`src/rtl/dmem_pkg.sv`:
```
// Shared types and constants for the MEM-stage data-memory controller.
package dmem_pkg;

    typedef enum logic [1:0] {
        IDLE = 2'd0,
        REQ  = 2'd1,
        WAIT = 2'd2,
        DONE = 2'd3
    } state_e;

    localparam logic [2:0] F3_B  = 3'b000;
    localparam logic [2:0] F3_H  = 3'b001;
    localparam logic [2:0] F3_W  = 3'b010;
    localparam logic [2:0] F3_BU = 3'b100;
    localparam logic [2:0] F3_HU = 3'b101;

    localparam logic [6:0] OP_LOAD  = 7'b0000011;
    localparam logic [6:0] OP_STORE = 7'b0100011;

endpackage

```
`src/rtl/dmem_align.sv`:
```
// Byte-lane steering: lane masks, store replication, load extraction/extension
// and access legality for one memory access.
module dmem_align
    import dmem_pkg::*;
(
    input  logic [2:0]  i_f3,
    input  logic [1:0]  i_off,
    input  logic        i_is_load,
    input  logic [31:0] i_wdata,
    input  logic [31:0] i_rword,
    output logic [3:0]  o_lane,
    output logic [31:0] o_wdata_rep,
    output logic [31:0] o_ldata,
    output logic        o_misalign,
    output logic        o_illegal
);

    logic [31:0] w_shift;

    assign w_shift = i_rword >> {i_off, 3'b000};

    always_comb begin
        o_lane      = 4'b0000;
        o_wdata_rep = i_wdata;
        o_ldata     = 32'h0;
        o_misalign  = 1'b0;
        o_illegal   = 1'b0;
        case (i_f3)
            F3_B, F3_BU: begin
                o_lane      = 4'b0001 << i_off;
                o_wdata_rep = {4{i_wdata[7:0]}};
                o_ldata     = (i_f3 == F3_B) ? {{24{w_shift[7]}}, w_shift[7:0]}
                                             : {24'h0, w_shift[7:0]};
                o_illegal   = (i_f3 == F3_BU) && !i_is_load;
            end
            F3_H, F3_HU: begin
                o_lane      = 4'b0011 << i_off;
                o_wdata_rep = {2{i_wdata[15:0]}};
                o_ldata     = (i_f3 == F3_H) ? {{16{w_shift[15]}}, w_shift[15:0]}
                                             : {16'h0, w_shift[15:0]};
                o_misalign  = i_off[0];
                o_illegal   = (i_f3 == F3_HU) && !i_is_load;
            end
            F3_W: begin
                o_lane     = 4'b1111;
                o_ldata    = w_shift;
                o_misalign = (i_off != 2'b00);
            end
            default: o_illegal = 1'b1;
        endcase
    end

endmodule

```
`src/rtl/dmem_ctrl.sv`:
```
// MEM-stage data-memory controller: request/valid handshake, pipeline stall,
// aligned load return, access and timeout error pulses.
//
// state | meaning
// IDLE  | waiting for a valid load/store strobe from the decoder
// REQ   | mem_req asserted for exactly one cycle
// WAIT  | waiting for mem_valid, bounded by TIMEOUT
// DONE  | access retired, pipeline advances on this edge
module dmem_ctrl
    import dmem_pkg::*;
#(
    parameter int unsigned TIMEOUT = 255,
    parameter int unsigned ADDR_W  = 32
)(
    input  logic              clk,
    input  logic              rst_n,
    input  logic              cs,
    input  logic              rd_n,
    input  logic              wr_n,
    input  logic [3:0]        be,
    input  logic [2:0]        funct3,
    input  logic [ADDR_W-1:0] addr,
    input  logic [31:0]       wdata,
    output logic              stall,
    output logic [31:0]       rdata,
    output logic              acc_err,
    output logic              tmo_err,
    output logic              mem_req,
    output logic              mem_we,
    output logic [ADDR_W-1:0] mem_addr,
    output logic [3:0]        mem_be,
    output logic [31:0]       mem_wdata,
    input  logic              mem_valid,
    input  logic [31:0]       mem_rdata
);

    state_e            r_state, w_next;
    logic [7:0]        r_cnt;
    logic              r_load;
    logic [2:0]        r_f3;
    logic [1:0]        r_off;
    logic [31:0]       r_rdata;
    logic              r_acc_err, r_tmo_err, r_mem_we;
    logic [ADDR_W-1:0] r_mem_addr;
    logic [3:0]        r_mem_be;
    logic [31:0]       r_mem_wdata;

    logic              w_valid_op, w_bad, w_tmo, w_in_idle;
    logic [2:0]        w_f3;
    logic [1:0]        w_off;
    logic              w_is_load, w_misalign, w_illegal;
    logic [3:0]        w_lane;
    logic [31:0]       w_wdata_rep, w_ldata;

    assign w_valid_op = cs && (rd_n != wr_n);
    assign w_in_idle  = (r_state == IDLE);
    // Decode live strobes while idle, latched ones once the access is in flight.
    assign w_f3       = w_in_idle ? funct3 : r_f3;
    assign w_off      = w_in_idle ? addr[1:0] : r_off;
    assign w_is_load  = w_in_idle ? !rd_n : r_load;
    assign w_bad      = w_misalign || w_illegal;
    assign w_tmo      = (r_state == WAIT) && !mem_valid && (r_cnt == 8'(TIMEOUT));

    dmem_align u_align (
        .i_f3        (w_f3),
        .i_off       (w_off),
        .i_is_load   (w_is_load),
        .i_wdata     (wdata),
        .i_rword     (mem_rdata),
        .o_lane      (w_lane),
        .o_wdata_rep (w_wdata_rep),
        .o_ldata     (w_ldata),
        .o_misalign  (w_misalign),
        .o_illegal   (w_illegal)
    );

    always_ff @(posedge clk) begin
        if (!rst_n) r_state <= IDLE;
        else        r_state <= w_next;
    end

    always_comb begin
        w_next = r_state;
        case (r_state)
            IDLE: if (w_valid_op) w_next = w_bad ? DONE : REQ;
            REQ:  w_next = mem_valid ? DONE : WAIT;
            WAIT: if (mem_valid || w_tmo) w_next = DONE;
            DONE: w_next = IDLE;
            default: w_next = IDLE;
        endcase
    end

    always_comb begin
        mem_req = (r_state == REQ);
        stall   = (r_state == REQ) || (r_state == WAIT) || (w_in_idle && w_valid_op);
    end

    always_ff @(posedge clk) begin
        if (!rst_n) begin
            r_cnt       <= 8'd0;
            r_load      <= 1'b0;
            r_f3        <= 3'b000;
            r_off       <= 2'b00;
            r_rdata     <= 32'h0;
            r_acc_err   <= 1'b0;
            r_tmo_err   <= 1'b0;
            r_mem_we    <= 1'b0;
            r_mem_addr  <= '0;
            r_mem_be    <= 4'b0000;
            r_mem_wdata <= 32'h0;
        end else begin
            r_acc_err <= 1'b0;
            r_tmo_err <= 1'b0;
            r_cnt     <= (r_state == REQ) ? 8'd1 : (r_state == WAIT) ? r_cnt + 8'd1 : 8'd0;
            case (r_state)
                IDLE: if (w_valid_op) begin
                    r_load <= !rd_n;
                    r_f3   <= funct3;
                    r_off  <= addr[1:0];
                    if (w_bad) begin
                        r_acc_err <= 1'b1;
                        if (!rd_n) r_rdata <= 32'h0;
                    end else begin
                        r_mem_we    <= !wr_n;
                        r_mem_addr  <= {addr[ADDR_W-1:2], 2'b00};
                        r_mem_be    <= w_lane & be;
                        r_mem_wdata <= w_wdata_rep;
                    end
                end
                REQ, WAIT: begin
                    if (mem_valid) begin
                        if (r_load) r_rdata <= w_ldata;
                    end else if (w_tmo) begin
                        r_tmo_err <= 1'b1;
                        if (r_load) r_rdata <= 32'h0;
                    end
                end
                default: ;
            endcase
        end
    end

    assign rdata     = r_rdata;
    assign acc_err   = r_acc_err;
    assign tmo_err   = r_tmo_err;
    assign mem_we    = r_mem_we;
    assign mem_addr  = r_mem_addr;
    assign mem_be    = r_mem_be;
    assign mem_wdata = r_mem_wdata;

endmodule

```
`config.mk`:
```
export PLATFORM = sky130hd
export DESIGN_NAME = dmem_ctrl
export DESIGN_NICKNAME = d
export VERILOG_FILES = /design/src/rtl/dmem_pkg.sv /design/src/rtl/dmem_align.sv /design/src/rtl/dmem_ctrl.sv
export SDC_FILE = /design/constraint.sdc
export NUM_CORES = 1
export LEC_CHECK = 0
export ABC_AREA = 1
export ABC_CLOCK_PERIOD_IN_PS = 2800
export BUFFER_PORTS_ARGS = -buffer_cell sky130_fd_sc_hd__buf_2
export CORE_MARGIN = 10
export CORE_UTILIZATION = 40
export DETAILED_ROUTE_END_ITERATION = 10
export GPL_TIMING_DRIVEN = 0
export PLACE_DENSITY = 0.75
export SLEW_MARGIN = 30
export SYNTH_ARGS = -nofsm -noshare
export SYNTH_HDL_FRONTEND = slang
export SYNTH_HIERARCHICAL = 1
export SYNTH_SLANG_ARGS = --single-unit
export TNS_END_PERCENT = 30
```
`constraint.sdc`:
```
create_clock -name clk -period 2.8 [get_ports clk]
set_input_delay 0.28 -clock clk [delete_from_list [all_inputs] [get_ports clk]]
set_output_delay 0.28 -clock clk [all_outputs]
set_load 0.01 [all_outputs]
```
==> metrics.txt, run 1 <==
outcome complete, no violations; Synth Register Bits 117; DRT Pass-1 Iters 5; area leader, netlist dfxtp_1; antenna-violating nets left 0; Max Clock Freq slightly below 400 MHz; TritonCTS clock tree done; GR Overflow Total 0; Clock transition at path regs 60 ps; Worst Skew 6.52 ps; CTS H-tree lvls 4; number of synthesized flops with an enable pin 0; WL/cell 15.2 um; Netlist cell types 31; share of cells above drive strength 1 between 20% and 30%; HP Class in2reg; post-route cell area 8390 um2; Max transition margin 63.8%; Setup CP Type reg2reg; Placer Congestion 0.917; Die H between 100 and 150 um; Post-synth ARST share 0%; CTS buffer count 17; io pins 214; max-cap viol count 0; via count between 7,000 and 8,000; final setup vio count 0; largest net degree at the start of global routing 20; Final Cycle Share between 90% and 100%; later-pin clock latency in the skew report between 400 and 500 ps; Max IR drop VDD about 0.00054 V; slowest CP cell dfxtp_1; WP data arrival 2910 ps; critical-path cell list inv_2, ha_4, inv_4, nand2_1, o21ai_2, inv_1, nor2_2, nand2_1, a21oi_2, nor2_4, nand2_2, buf_2, buf_2, nand2_1, a21oi_1; CTS root buf clkbuf_16; Die ar. 21,200 um2; Max FO, Critical Path 10; cell area after synthesis 6290 um2; initial antenna violation count 2; Yosys warnings 6; Leakage approximately 4.2 nW; Worst path max stage delay 370 ps; fillers 1,556; Slew @ Worst Pin approximately 540 ps; Max Slew Vio Count 0; synth top area cells dfxtp_1 37%, nand2_1 19%, nand3_1 8.7%, a21oi_1 6.0%, inv_1 6.0%; Placement Cell Area 7610 um2; Tmin final approximately 2600 ps; final hold violations 0; Port Buffer Count 210; Pwr Density 958 nW/um2; layout net count around 1,300; number of clock sinks 117; initial drt markers 388; clock buffer depth 2; endpoint class of the critical path flop; gr usage total 20.1%; core area 15,300 um2; Design Power 8.04 mW; Cell Rows 45; Initial Util ~41%; HPWL Detailed roughly 17,000 um; startpoint type of the worst setup path flop; post-synthesis sequential area ratio 37.2%; final setup TNS 0 ps; area growth from synthesis to layout 33.3%; Worst Path Required 3130 ps; Worst R2R Setup Slack 220 ps; vias per cell 4.86; synthesized area per cell 6.37 um2; most used cell, CP nand2_1; number of global-route vias before repair roughly 6,900; drt drc 0; total wire length 22,200 um; first-pass GRT wire length 35,100 um; Synth Flop Type dfxtp_1; Synth top area share about 37%; Synth Instances 988; hold buffer count at cts 0; Die Span X 145 um
state kept, by name, indices dropped and copies added (netlist names):
| signal | flops |
|---|---|
| mem_we | 1 |
| mem_addr | 30 |
| rdata | 32 |
| r_f3 | 3 |
| tmo_err | 1 |
| r_cnt | 8 |
| mem_be | 4 |
| mem_wdata | 32 |
| r_off | 2 |
| r_state | 2 |
| acc_err | 1 |
| r_load | 1 |
logic make-up (layout without fill, tap and decap cells):
logic type,count (synthesis),after routing,synth area share (%)
adder cells (fa/ha/maj),4,4,0.795
buffers and inverters,183,434,13.2
AND/OR/NAND/NOR,554,554,38.0
AO/OA/AOI/OAI,128,128,10.6
flip-flops,117,117,37.2
XOR/XNOR,1,1,0.139
other,1,5,0.0596
where the power goes:
group | total [mW] | internal [mW] | switching, mW
Sequential | 2.06 | 1.93 | 0.129
Clock | 2.32 | 1.45 | 0.863
Combinational | 3.66 | 1.28 | 2.38
Total | 8.04 | 4.67 | 3.37
metal layers:
layer / vias to the layer above / global-route usage (%) / part of all wire, %
met1: 3141 / 23.0 / 40
met5: - / 0 / 0.095
met4: 4 / 6.57 / 1.6
li1: 3619 / - / -
met2: 267 / 32.9 / 48
met3: 33 / 8.97 / 11
layout by cell type, fill, tap and decap left out, types with 2 or more instances in the layout:
cell type | synthesis | routed
nand2_2 | 1 | 2
conb_1 | 1 | 2
nand4_1 | 34 | 34
o21ai_0 | 39 | 35
buf_1 | 6 | 3
inv_8 | 0 | 2
nand2_1 | 318 | 317
inv_1 | 100 | 98
diode_2 | 0 | 3
o211ai_1 | 10 | 10
buf_2 | 20 | 231
clkinv_4 | 0 | 3
clkbuf_1 | 27 | 25
clkbuf_16 | 0 | 17
nor2_2 | 5 | 4
inv_2 | 6 | 7
dfxtp_1 | 117 | 116
nor2_4 | 2 | 4
nand3_1 | 109 | 109
nor2_1 | 73 | 72
nor3_1 | 4 | 4
o21ai_2 | 0 | 3
buf_4 | 17 | 28
buf_6 | 7 | 9
o21ai_1 | 1 | 2
ha_1 | 4 | 3
nand3_4 | 2 | 2
bufinv_16 | 0 | 3
nand3_2 | 2 | 2
a21oi_1 | 76 | 75
inv_6 | 0 | 5
worst paths after layout:
path,cells past startpoint,from,endpoint
setup / recovery,15,r_state[1],mem_wdata[12]
setup reg to reg,15,r_state[1],mem_wdata[12]
hold reg to reg,2,mem_wdata[22],mem_wdata[22]
hold / removal,2,rd_n,r_load
synth_stat cells, types with 2 or more instances:
cell,instances
inv_1,100
nor2_1,73
nand4_1,34
buf_2,20
buf_6,7
inv_2,6
buf_4,17
nor3_1,4
o211ai_1,10
nand3_1,109
clkbuf_1,27
nor2_2,5
nand2_1,318
nor2_4,2
nand3_2,2
dfxtp_1,117
nand3_4,2
buf_1,6
ha_1,4
a21oi_1,76
o21ai_0,39
critical path: cells and delay by family, from the launching register on:
kind                     cells  cell delay, ps
flip-flops                   1             370
adder cells (fa/ha/maj)      1             190
buffers and inverters        5             840
AND/OR/NAND/NOR              6             600
AO/OA/AOI/OAI                3             500
through the flow:
stage / setup slack [ps] / instances / utilization [%] / hold slack, ps
global route: -8.04 / 1451 / 54.7 / 104
finish: 218 / 1454 / 54.8 / 109
CTS: 25.8 / 1442 / 54.1 / 98.1
global placement: -617 / 1410 / 49.7 / 438
floorplan: 63.8 / 989 / - / 370
detailed placement: -686 / 1410 / 49.7 / 449
timing repair:
| action | 4_1_cts | 5_1_grt |
|---|---|---|
| pin swaps | 1 | 3 |
| setup buffers | 3 | 9 |
| resized for setup | 14 | 8 |
| endpoints found under the setup margin | 101 | 70 |
area by class of cell:
cell class                 count  area (um2)  share of cell area, %
antenna                        3        7.51                 0.0895
buffer                        74         432                   5.15
clock buffer                  18         439                   5.24
clock inverter                14         190                   2.27
inverter                     106         400                   4.77
multi-input combinational    689        3170                   37.8
sequential                   117        2340                   27.9
tap                          211         264                   3.15
timing repair buffer         222        1140                   13.6
(Power assumes the default switching activity.)
==> run 2: changes to the inputs <==
--- a/config.mk
+++ b/config.mk
@@ -6,7 +6,7 @@
 export NUM_CORES = 1
 export LEC_CHECK = 0
 export ABC_AREA = 1
-export ABC_CLOCK_PERIOD_IN_PS = 2800
+export ABC_CLOCK_PERIOD_IN_PS = 2200
 export BUFFER_PORTS_ARGS = -buffer_cell sky130_fd_sc_hd__buf_2
 export CORE_MARGIN = 10
 export CORE_UTILIZATION = 40
==> constraint.sdc (replaced) <==
create_clock -name clk -period 2.2 [get_ports clk]
set_input_delay 0.22 -clock clk [delete_from_list [all_inputs] [get_ports clk]]
set_output_delay 0.22 -clock clk [all_outputs]
set_load 0.01 [all_outputs]
==> run 2 against run 1 <==
The flow now finishes with violations (negative setup slack). Core utilization is 5.4 points higher. Via count is 5.1% higher. Largest power group unchanged. Combinational power is 70% higher. Largest cell class unchanged. Die area stayed put. Clock power grew 28%. Setup slack worse by 500 ps. Clock skew up 4.6 ps. Maximum frequency is 4.1% higher. Cell area up 9.9%. Critical path depth grew 3. Non-clock buffer count rose by 36. First-iteration DRC count rose by 40%.
==> metrics.txt, run 2 (same netlist as run 1, synthesis figures left out) <==
largest net degree at the start of global routing 17 (-15%); final setup margin -281 ps (-499 ps); worst slack, placed -519 ps (+167 ps); final hold violations 0 (unchanged); TritonCTS clock tree done; HP Class in2reg; startpoint type of the worst setup path flop; Worst Path Required 2480 ps (-650 ps); most frequent cells in the layout 283 x nand2_1, 220 x buf_2, 115 x dfxtp_1; number of clock sinks 117 (unchanged); clock buffer depth 2 (unchanged); hold buffer count at cts 0 (unchanged); Final Cycle Share 113% (+21 points); later-pin clock latency in the skew report 430 ps (+20 ps); Die Span X 145 um (unchanged); GR Overflow Total 0 (unchanged); Die H 145 um (unchanged); via count 7,424 (+5.1%); GRT Max-Usage Layer met2; initial antenna violation count 0 (-2); Tmin final 2480 ps (-101 ps); antenna-violating nets left 0 (unchanged); Finished Layout Cells 1,488 (+2.3%); WP data arrival 2770 ps (-140 ps); ANT cells 0 (-3); met3 Use GR 6.02% (-2.9 points); RSZ-0062 raised after global routing yes; WL/cell 16.0 um (+4.7%); Initial Util 41.1% (unchanged); Max Clock Freq 403 MHz (+4.1%); met2 usage 36.4% (+3.5 points); Pwr Density 1280 nW/um2 (+34%); core area 15,300 um2 (unchanged); layout net count 1,377 (+2.8%); CTS buffer count 17 (unchanged); CTS H-tree lvls 4 (unchanged); Slew @ Worst Pin 619 ps (+76.4 ps); Leakage 4.51 nW (+8.1%); Port Buffer Count 210 (unchanged); Placer Congestion 0.933 (+1.7%); violations in the final reports negative setup slack; first-pass GRT wire length 37,200 um (+6.1%); outcome finished with violations; total wire length 23,700 um (+7.1%); endpoint class of the critical path flop; area growth from synthesis to layout 46.4%; met1 usage 24.3% (+1.3 points); share of cells above drive strength 1 35.8% (+9.3 points); number of global-route vias before repair 7,359 (+6.1%); vias per cell 4.99 (+2.7%); Worst Skew 11.2 ps (+4.64 ps); Max IR drop VDD 0.000633 V (+18%); Clock transition at path regs 60 ps (about the same); Cell Rows 45 (unchanged); CTS root buf clkbuf_16; max-cap viol count 0 (unchanged); Max FO, Critical Path 5 (-5); io pins 214 (unchanged); placed cell count 1,410 (unchanged); Max Slew Vio Count 0 (unchanged); Max transition margin 58.7% (-5.1 points); drt drc 0 (unchanged); Die ar. 21,200 um2 (unchanged); commonest non-fill, non-tap cell in the layout nand2_1; final setup vio count 93 (+93); HPWL Detailed 17,300 um (-0.76%); DRT Pass-1 Iters 5 (unchanged); gr usage total 21.2% (+1.1 points); Setup CP Type reg2reg; initial drt markers 545 (+40%)
## run 2: changes by cell type in the layout (fill, tap and decap cells not counted), moves of 10 or more
cell	previous run	this run
nand2_1	317	283
buf_4	28	53
nand2_2	2	25
inv_1	98	77
inv_2	7	27
buf_6	9	23
nor2_1	72	59
buf_2	231	220
nor2_2	4	15
nand2_4	1	11
## run 2: final cells by class
cell class,instances,area [um2]
Tap cell,211,264
Sequential cell,117,2340
Fill cell,1467,6100
Buffer,77,621
Clock buffer,20,467
Multi-Input combinational cell,690,3480
Inverter,106,405
Clock inverter,12,165
Timing Repair Buffer,255,1460
## run 2: power by group
| group | total (mW) | switching (mW) | internal, mW |
|---|---|---|---|
| clock | 2.98 | 1.09 | 1.89 |
| sequential | 2.63 | 0.172 | 2.46 |
| combinational | 6.23 | 3.66 | 2.57 |
| total | 11.8 | 4.92 | 6.92 |
## run 2: worst max-delay path, cell delays in order (launching register included)
cell and delay [ps]:
dfxtp_2 340, inv_2 70, ha_4 170, inv_6 50, buf_8 140, o21ai_4 230
buf_8 160, nor2_4 40, nand2_4 70, a21oi_4 60, nor2_4 130, nand2_2 90
buf_4 140, buf_6 100, buf_4 120, buf_4 130, buf_4 120, nand4_1 110
a21oi_2 70
## run 2: path summary, 6_finish.rpt
path	end	slack, ps	start	cells after the start
max reg2reg	r_state[1]	-280	r_state[1]	18
min	r_load	30	rd_n	2
max	r_state[1]	-280	r_state[1]	18
min reg2reg	mem_addr[9]	460	mem_addr[9]	2
## run 2: repair_timing
action / in CTS / in global routing
setup buffers: 31 / 8
hold endpoints to repair: 0 / 0
resized for setup: 64 / 118
cloned: 7 / 2
pin swaps: 28 / 36
setup endpoints to repair: 101 / 101
## run 2: through the flow
step / utilization [%] / cell area, um2 / TNS [ps] / hold slack [ps] / total power [mW]
finish: 60.2 / 9210 / -11160 / 33.4 / 11.8
global route: 60.2 / 9210 / -21440 / 43.0 / 12.6
CTS: 57.8 / 8860 / -6290 / 13.3 / 11.1
detailed placement: 50.4 / 7730 / -42210 / 451 / 7.23
global placement: 50.4 / 7730 / -36970 / 434 / 7.16
floorplan: - / 6410 / -1970 / 310 / 5.89
## run 2: metal layers
metal / up-vias / routed length (um)
li1: 3708 / -
met1: 3426 / 9830
met2: 245 / 11700
met3: 45 / 1530
met4: 0 / 661
met5: - / 0
==> run 3: changes to the inputs <==
--- a/config.mk
+++ b/config.mk
@@ -11,7 +11,6 @@
 export CORE_MARGIN = 10
 export CORE_UTILIZATION = 40
 export DETAILED_ROUTE_END_ITERATION = 10
-export GPL_TIMING_DRIVEN = 0
 export PLACE_DENSITY = 0.75
 export SLEW_MARGIN = 30
 export SYNTH_ARGS = -nofsm -noshare
==> run 3 against run 2 <==
Global-route usage down 1.5 points. Die area did not move. Setup slack better by 120 ps. Core utilization is 1.4 points lower. Highest routed layer unchanged. Largest power group unchanged. Critical endpoint is now rdata[20]. Power fell by 3.4%. The run still ends with negative setup slack left. Cell area fell by 2.3%. Count of clock-buffer cells in the layout is the same.
==> metrics.txt, run 3 (same netlist as run 1, synthesis figures left out) <==
area growth from synthesis to layout 43.1%; via count 7,277 (-2.0%); number of clock sinks 117 (unchanged); Reg power frac 23.0% (+0.8 points); Placer Congestion 0.851 (-8.8%); Worst Path Required 2540 ps (+60 ps); io pins 214 (unchanged); worst slack, placed -99.6 ps (+420 ps); Pwr Density 1270 nW/um2 (-1.2%); hold path startpoint rd_n; final setup vio count 33 (-65%); core area 15,300 um2 (unchanged); later-pin clock latency in the skew report 410 ps (-20 ps); hold buffer count at cts 0 (unchanged); RR Endpoint rdata[20]; CTS H-tree lvls 4 (unchanged); Initial Util 41.1% (unchanged); Worst R2R Setup Slack -160 ps (+120 ps); gr usage total 19.7% (-1.5 points); Port Buffer Count 211 (+0.48%); largest net degree at the start of global routing 70 (+53); violations in the final reports negative setup slack; final hold violations 0 (unchanged); Max transition margin 61.9% (+3.2 points); most used cell, CP buf_4; Die H 145 um (unchanged); FF-to-FF Start r_state[0]; final setup TNS -3120 ps (+8030 ps); outcome finished with violations; DRT Pass-1 Iters 5 (unchanged); CTS root buf clkbuf_16; final setup margin -159 ps (+122 ps); Slew @ Worst Pin 571 ps (-48.6 ps); Switching Fraction 40.8% (-0.70 points); post-route cell area 9010 um2 (-2.3%); Worst path max stage delay 340 ps (about the same); ANT cells 0 (unchanged); Die ar. 21,200 um2 (unchanged); R2R depth 17 (-1); initial drt markers 590 (+8.3%); Cell Rows 45 (unchanged); endpoint class of the critical path flop; HPWL Detailed 15,300 um (-12%); TritonCTS clock tree done; layout net count 1,330 (-3.4%); Hold Path Depth 2 (unchanged); Clock transition at path regs 60 ps (about the same); most frequent cells in the layout 298 x nand2_1, 211 x buf_2, 115 x dfxtp_1; WL/cell 15.6 um (-2.4%); CTS buffer count 17 (unchanged); internal power 6.76 mW (-2.3%); critical-path cell list inv_2, ha_4, buf_4, o21ai_4, inv_2, buf_4, o21ai_4, nor2_4, nand2_2, nand3_2, nor2_4, nand3_4, buf_4, buf_16, nand2_1, nand2_1, nor2_2; combinational share of power 51.6% (-1.0 points); drt drc 0 (unchanged); Net Sw Power 4.67 mW (-5.1%); commonest non-fill, non-tap cell in the layout nand2_1; Placement Cell Area 7700 um2 (-0.31%); Worst Skew 17.8 ps (+6.61 ps); Tmin final 2360 ps (-122 ps); first-pass GRT wire length 35,100 um (-5.7%); GR Overflow Total 0 (unchanged); Max Slew Vio Count 0 (unchanged); Design Power 11.4 mW (-3.4%); max-cap viol count 0 (unchanged); vias per cell 5.05 (+1.2%); startpoint type of the worst setup path flop; Hold Path End r_load; initial antenna violation count 0 (unchanged); total wire length 22,500 um (-5.4%); CP Launch Point r_state[0]; Setup CP Type reg2reg; Leakage 4.41 nW (-2.3%); RSZ-0062 raised after global routing yes; WP data arrival 2700 ps (-70 ps); Final Cycle Share 107% (-5.5 points); Max Clock Freq 424 MHz (+5.2%); HP Class in2reg; number of global-route vias before repair 7,036 (-4.4%); Max IR drop VDD 0.000704 V (+11%); power share of the clock group 25.4% (+0.2 points); share of cells above drive strength 1 32.0% (-3.8 points); Die Span X 145 um (unchanged); Max FO, Critical Path 5 (unchanged); final core occ 58.8% (-1.4 points); antenna-violating nets left 0 (unchanged); slowest CP cell dfxtp_2; clock buffer depth 2 (unchanged)
==> run 3: timing repair <==
action | in CTS | in global routing
endpoints found under the setup margin | 64 | 100
setup buffers | 17 | 6
pin swaps | 24 | 33
hold endpoints to repair | 0 | 0
gates cloned | 4 | 7
resized for setup | 27 | 47
==> run 3: power by group through the flow <==
stage / Clock, mW / Combinational, mW / Sequential, mW
detailed placement: 0 / 4.59 / 2.67
finish: 2.90 / 5.90 / 2.63
CTS: 2.95 / 5.21 / 2.63
floorplan: 0 / 3.09 / 2.79
global route: 3.06 / 6.45 / 2.67
global placement: 0 / 4.55 / 2.66
==> run 3: area by class of cell <==
cell class	instances	area, um2
clock buffer	20	457
inverter	106	405
timing repair buffer	284	1940
timing repair inverter	1	6.26
clock inverter	12	166
fill	1440	6310
tap	211	264
sequential	117	2340
multi-input combinational	690	3430
==> run 3: worst max path at each step <==
stage                end  slack (ps)
6_report       rdata[20]        -160
5_1_grt        rdata[23]        -240
4_1_cts        rdata[13]         -90
3_5_place_dp   rdata[13]        -100
3_3_place_gp    rdata[6]           5
2_1_floorplan  rdata[12]         -70
==> run 3: layer usage <==
| layer | track usage [%] | part of all wire (%) | vias to the layer above |
|---|---|---|---|
| li1 | - | - | 3598 |
| met1 | 21.8 | 39 | 3319 |
| met2 | 34.3 | 50 | 316 |
| met3 | 7.17 | 8.9 | 44 |
| met4 | 6.32 | 2.2 | 0 |
| met5 | 0 | 0 | - |
==> run 3: stage by stage <==
| step | hold slack [ps] | instances |
|---|---|---|
| after floorplan | 310 | 989 |
| after global placement | 445 | 1375 |
| after detailed placement | 449 | 1375 |
| after CTS | 37.0 | 1428 |
| after global routing | 47.0 | 1441 |
| final | 49.5 | 1441 |
==> run 3: critical path, delay by kind of cell (launching register included) <==
family | cells | cell delay [ps]
simple gates | 8 | 710
flops | 1 | 340
fa+ha+maj | 1 | 200
compound gates | 2 | 310
buf+inv | 6 | 710
